**src/rtl/uart_pkg.sv**
```systemverilog
// uart_pkg: shared frame-controller types: FSM states, error codes, default sync byte
package uart_pkg;
  typedef enum logic [2:0] {IDLE, LEN, PAYLOAD, CHK, DRAIN} state_t;
  localparam logic [1:0] ERR_NONE = 2'd0;
  localparam logic [1:0] ERR_LEN  = 2'd1;
  localparam logic [1:0] ERR_CHK  = 2'd2;
  localparam logic [1:0] ERR_TMO  = 2'd3;
  localparam logic [7:0] DEF_SYNC_BYTE = 8'hA5;
endpackage

```
**src/rtl/uart_frame_buf.sv**
```systemverilog
// uart_frame_buf: MAX_LEN x DATA_WIDTH payload store; clk, we/waddr/wdata sync write, raddr/rdata async read, no storage reset
module uart_frame_buf
  import uart_pkg::*;
#(
  parameter int DATA_WIDTH = 8,
  parameter int MAX_LEN    = 16,
  parameter int AW         = 4
) (
  input  logic                  clk,
  input  logic                  we,
  input  logic [AW-1:0]         waddr,
  input  logic [DATA_WIDTH-1:0] wdata,
  input  logic [AW-1:0]         raddr,
  output logic [DATA_WIDTH-1:0] rdata
);
  logic [DATA_WIDTH-1:0] mem [MAX_LEN];
  always_ff @(posedge clk)
    if (we) mem[waddr] <= wdata;
  assign rdata = mem[raddr];
endmodule

```
**src/rtl/uart_rx_frame_ctrl.sv**
```systemverilog
// uart_rx_frame_ctrl: sync/len/payload/checksum framer; clk, rst_n, rx_data/rx_done in; out_data/out_valid/out_ready/out_last stream; frame_ok, err, err_code, overrun status
module uart_rx_frame_ctrl
  import uart_pkg::*;
#(
  parameter int                    DATA_WIDTH    = 8,
  parameter int                    CLK_FREQ      = 100_000_000,
  parameter int                    BAUD_RATE     = 115200,
  parameter int                    MAX_LEN       = 16,
  parameter logic [DATA_WIDTH-1:0] SYNC_BYTE     = DATA_WIDTH'(DEF_SYNC_BYTE),
  parameter int                    TIMEOUT_BYTES = 4
) (
  input  logic                  clk,
  input  logic                  rst_n,
  input  logic [DATA_WIDTH-1:0] rx_data,
  input  logic                  rx_done,
  output logic [DATA_WIDTH-1:0] out_data,
  output logic                  out_valid,
  input  logic                  out_ready,
  output logic                  out_last,
  output logic                  frame_ok,
  output logic                  err,
  output logic [1:0]            err_code,
  output logic                  overrun
);
  localparam int PW  = $clog2(MAX_LEN + 1);
  localparam int AW  = MAX_LEN > 1 ? $clog2(MAX_LEN) : 1;
  localparam int TMO = TIMEOUT_BYTES * 10 * (CLK_FREQ / BAUD_RATE);
  state_t state, state_n;
  logic [DATA_WIDTH-1:0] len, len_n, sum, sum_n, rdata, data_n;
  logic [PW-1:0] wr_ptr, wr_n, rd_ptr, rd_n;
  logic [31:0] gap, gap_n;
  logic [1:0] code_n;
  logic we, ok_n, err_n, ovr_n, vld_n, last_n, counting, tmo;
  uart_frame_buf #(.DATA_WIDTH(DATA_WIDTH), .MAX_LEN(MAX_LEN), .AW(AW)) u_buf (
    .clk(clk), .we(we), .waddr(wr_ptr[AW-1:0]), .wdata(rx_data),
    .raddr(rd_n[AW-1:0]), .rdata(rdata)
  );
  always_ff @(posedge clk or negedge rst_n)
    if (!rst_n) begin
      state <= IDLE;
      len <= '0;
      sum <= '0;
      wr_ptr <= '0;
      rd_ptr <= '0;
      gap <= '0;
      out_data <= '0;
      out_valid <= 1'b0;
      out_last <= 1'b0;
      frame_ok <= 1'b0;
      err <= 1'b0;
      err_code <= ERR_NONE;
      overrun <= 1'b0;
    end else begin
      state <= state_n;
      len <= len_n;
      sum <= sum_n;
      wr_ptr <= wr_n;
      rd_ptr <= rd_n;
      gap <= gap_n;
      out_data <= data_n;
      out_valid <= vld_n;
      out_last <= last_n;
      frame_ok <= ok_n;
      err <= err_n;
      err_code <= code_n;
      overrun <= ovr_n;
    end
  always_comb begin
    state_n = state;
    len_n = len;
    sum_n = sum;
    wr_n = wr_ptr;
    rd_n = rd_ptr;
    code_n = err_code;
    ok_n = 1'b0;
    err_n = 1'b0;
    ovr_n = 1'b0;
    we = 1'b0;
    counting = state inside {LEN, PAYLOAD, CHK};
    tmo = counting && !rx_done && gap == 32'(TMO - 1);
    gap_n = counting && !rx_done && !tmo ? gap + 32'd1 : '0;
    case (state)
      IDLE: if (rx_done && rx_data == SYNC_BYTE) state_n = LEN;
      LEN:
        if (rx_done) begin
          len_n = rx_data;
          sum_n = rx_data;
          wr_n = '0;
          if (int'(rx_data) > MAX_LEN) begin
            err_n = 1'b1;
            code_n = ERR_LEN;
          end else state_n = rx_data == '0 ? CHK : PAYLOAD;
        end
      PAYLOAD:
        if (rx_done) begin
          we = 1'b1;
          sum_n = sum + rx_data;
          wr_n = wr_ptr + PW'(1);
          if (DATA_WIDTH'(wr_ptr) == len - DATA_WIDTH'(1)) state_n = CHK;
        end
      CHK:
        if (rx_done) begin
          if (rx_data == sum) begin
            ok_n = 1'b1;
            state_n = len != '0 ? DRAIN : IDLE;
          end else begin
            err_n = 1'b1;
            code_n = ERR_CHK;
          end
        end
      DRAIN: begin
        ovr_n = rx_done;
        if (out_valid && out_ready) begin
          rd_n = out_last ? '0 : rd_ptr + PW'(1);
          state_n = out_last ? IDLE : DRAIN;
        end
      end
      default: state_n = IDLE;
    endcase
    if (tmo) begin
      err_n = 1'b1;
      code_n = ERR_TMO;
    end
    if (err_n) begin
      state_n = IDLE;
      sum_n = '0;
      wr_n = '0;
      rd_n = '0;
    end
  end
  // Stream outputs are registered from next-state values so they line up with frame_ok.
  always_comb begin
    vld_n = state_n == DRAIN;
    data_n = vld_n ? rdata : '0;
    last_n = vld_n && DATA_WIDTH'(rd_n) == len_n - DATA_WIDTH'(1);
  end
endmodule

```
**config.mk**
```make
export PLATFORM = sky130hd
export DESIGN_NAME = uart_rx_frame_ctrl
export DESIGN_NICKNAME = d
export VERILOG_FILES = /design/src/rtl/uart_pkg.sv /design/src/rtl/uart_frame_buf.sv /design/src/rtl/uart_rx_frame_ctrl.sv
export SDC_FILE = /design/constraint.sdc
export NUM_CORES = 1
export LEC_CHECK = 0
export ABC_AREA = 1
export ABC_CLOCK_PERIOD_IN_PS = 2800
export CAP_MARGIN = 20
export CORE_MARGIN = 2
export CORE_UTILIZATION = 27
export DETAILED_ROUTE_END_ITERATION = 16
export DONT_BUFFER_PORTS = 1
export SLEW_MARGIN = 10
export SYNTH_ARGS = -nofsm -noshare
export SYNTH_HDL_FRONTEND = slang
export SYNTH_HIERARCHICAL = 1
export SYNTH_SLANG_ARGS = --single-unit
```
**constraint.sdc**
```tcl
create_clock -name clk -period 2.8 [get_ports clk]
set_input_delay 0.56 -clock clk [delete_from_list [all_inputs] [get_ports clk]]
set_output_delay 0.56 -clock clk [all_outputs]
set_load 0.02 [all_outputs]
```
==> qor.txt <==
synthesized instance count: 1211
met2 global-route usage: 23.00%
ys async rst share: 37.25%
hold slack final: 135.1 ps
dpl ws: 21.06 ps
TritonCTS Buffers: 24
Most Frequent Cell on Critical Path: nand2_1
area occupied by registers: 5746 um2
Area growth syn-to-layout: 16.33%
H-tree depth: 1
GRT met1 Usage: 17.05%
Max Slew Vio Count: 0
nets: 1277
peak supply drop: 0.3962 mV
final std cell area, no fill: 12240 um2
Worst setup EP type: flip-flop
Cell variety after synth: 50
crit path DAT: 2990 ps
startpoint types: flip-flop
I/O Buffers: 0
sequential share of the synthesized area: 54.62%
Mapped Nets: 1237
Clock Skew: 8.637 ps
die height: 201.4 um
Leak: 5.391 nW
vias in the first global route: 7991
Post-Synth XOR/XNOR Area: 2.153%
DRC: 0
Max-slew headroom: 54.77%
initial antenna violation count: 0
WL final: 27380 um
Main synth FF type: edfxtp_1
Tmin final: 2604 ps
post-synthesis compound-gate area fraction: 3.235%
Hold Crit Class: input port to flip-flop
Post-DP Area: 11280 um2
Antenna Diode Count: 0
Synth Register Bits: 204
Die Wd: 201.4 um
largest net degree at the start of global routing: 77
Synth Area in Simple Gates: 28.48%
TritonCTS clock tree: yes
Root Driver: clkbuf_16
Routed Antenna Nets: 0
post-DP HPWL: 18040 um
die footprint: 40550 um2
post-layout worst setup margin: 195.6 ps
via/cell ratio: 4.556
final worst-path cycle share: 93.01%
# fillers: 4041
# setup viols final: 0
drt pass-1 iters: 5
core box area: 38560 um2
Largest stage delay, worst path: 460 ps
multi-input logic area: 3767 um2
critical path required time: 3180 ps
total of max-cap violations: 0
initial core utilization: 27.28%
Rows: 72
average wire per standard cell: 15.32 um
I/O Pins: 27
status: complete, no violations
RSZ-0062 raised after global routing: false
share of cells above drive strength 1: 9.771%
EDFF count, synth: 128
final core occ: 31.74%
Avg Cell Area, Syn: 8.686 um2
Vias: 8142
initial drt markers: 534
met3 Use GR: 2.834%
CP max stage cell: dfrtp_1
largest family of logic cells by synthesized area: simple AND/OR/NAND/NOR gates
grt ovf: 0
total power: 10.34 mW
critical-path cell list: nor2_4, nand2_1, nor2_2, nand3_1, o21ai_0, nand3_1, inv_4, inv_2, buf_12, nand2_1, nand2_1, nand2_1, nand3_1, nand3_1, nand2_1, inv_1, nor2_1
GPL Wtd Cong: 0.8461
Final Hold Viols: 0
clock buffer depth: 3
clock tree sinks: 204
Crit Path Max Fanout: 32
adder-cell share of the synthesized area: 1.737%
synth warn: 6
WS Path Type: flip-flop to flip-flop
Pwr Density: 845.2 nW/um2
FMAX: 384.0 MHz
grt peak-use layer: met2
mux cell area share after synthesis: 0%
Clk pin slew, worst setup/hold paths: 60 ps
first-pass GRT wire length: 43550 um
All-Layer GR Usage: 13.39%
Tightest Pin Transition: 676.0 ps
mapped cell area: 10520 um2
Worst-Skew Late Latency: 520 ps
## power breakdown
part / leakage, nW / switching, mW / total [mW] / internal (mW)
clock network: 0.396 / 1.25 / 3.22 / 1.97
logic: 2.83 / 2.16 / 3.39 / 1.23
registers: 2.17 / 0.270 / 3.73 / 3.46
total: 5.39 / 3.68 / 10.3 / 6.66
## cell usage after synthesis, types with 2 or more instances
library cell,count,area [um2]
a211oi_1,3,22.52
nor2_4,3,33.78
nand2_4,2,22.52
nand3_4,4,70.07
nor2_1,112,420.4
clkbuf_1,3,11.26
nand3b_1,5,37.54
nand3_2,2,20.02
nor3b_1,4,30.03
o21a_1,2,15.01
nand2_1,327,1227
inv_2,6,22.52
buf_2,14,70.07
edfxtp_1,128,3844
ha_1,13,162.7
nand4_1,21,131.4
nand2_2,6,37.54
o21ai_1,2,10.01
nor4_1,7,43.79
o22ai_1,8,50.05
inv_1,206,773.2
dfrtp_1,76,1902
xor2_1,19,166.4
nor3_1,20,100.1
nor3_2,2,20.02
a31oi_1,2,12.51
nor2_2,8,50.05
xnor2_1,5,43.79
buf_4,6,45.04
o31ai_1,2,15.01
a21oi_1,19,95.09
buf_6,7,78.83
nand3_1,137,685.7
o21ai_0,14,70.07
## layout by cell type (no fill, tap or decap), types with 7 or more instances in the layout
cell	n
a21oi_1	19
buf_4	39
clkbuf_16	26
dfrtp_1	76
edfxtp_1	128
ha_1	13
inv_1	205
nand2_1	327
nand3_1	136
nand4_1	21
nor2_1	111
nor3_1	20
nor4_1	7
o21ai_0	14
o22ai_1	8
xor2_1	19
## worst max-delay path, delay by kind of cell, from the launching register on
kind                   cells  cell delay (ps)
AND/OR/NAND/NOR           12             1400
flip-flops                 1              460
buffers and inverters      4              430
AO/OA/AOI/OAI              1              150
## layout make-up
cell class / count / area share [%]
well taps: 518 / 5.297
clock buffers: 32 / 5.481
multi-input cells: 762 / 30.79
flip-flops and latches: 204 / 46.95
inverters: 213 / 6.616
clock inverters: 12 / 1.268
repair buffers: 46 / 3.599
## path summary, 6_finish.rpt
path,startpoint,to,slack (ps),depth (start not counted)
hold / removal,rx_data[3],u_buf/mem[0][3],140,0
hold reg to reg,gap[9],gap[9],530,1
min in group asynchronous,rst_n,wr_ptr[3],610,2
setup reg to reg,state[0],out_data[7],200,17
max in group asynchronous,rst_n,gap[10],1820,2
setup / recovery,state[0],out_data[7],200,17
## per-stage QoR
stage / std cells / setup TNS (ps)
after floorplan: 1211 / 0
after global routing: 1787 / 0
after detailed placement: 1737 / 0
after global placement: 1737 / -55.22
final: 1787 / 0
after CTS: 1783 / 0
## cells by family (layout without fill, tap and decap cells)
family | count (synthesis) | in the layout
and+or+nand+nor | 665 | 665
buffers and inverters | 245 | 303
DFF | 204 | 204
AOI/OAI and AO/OA | 58 | 58
xor gates and xnor gates | 25 | 25
adders and majority gates | 14 | 14
## routing by layer
layer | vias up | part of all wire [%]
met5 | - | 0
met4 | 0 | 2.2
met3 | 57 | 6.6
met2 | 245 | 49
met1 | 3865 | 43
li1 | 3975 | -
## registers in the layout, indices dropped and copies added (netlist names)
name and cells:
frame_ok 1, err 1, overrun 1, out_valid 1, wr_ptr 5, len 8, out_data 8, out_last 1
err_code 2, gap 32, u_buf/mem 128, rd_ptr 5, sum 8, state 3
## timing repair
item	in CTS	in global routing
hold endpoints to repair	76	0
resized for setup	0	8
buffers inserted	0	2
hold buffers	2	0
endpoints found under the setup margin	0	8
Power figures use the tool's default switching activity.
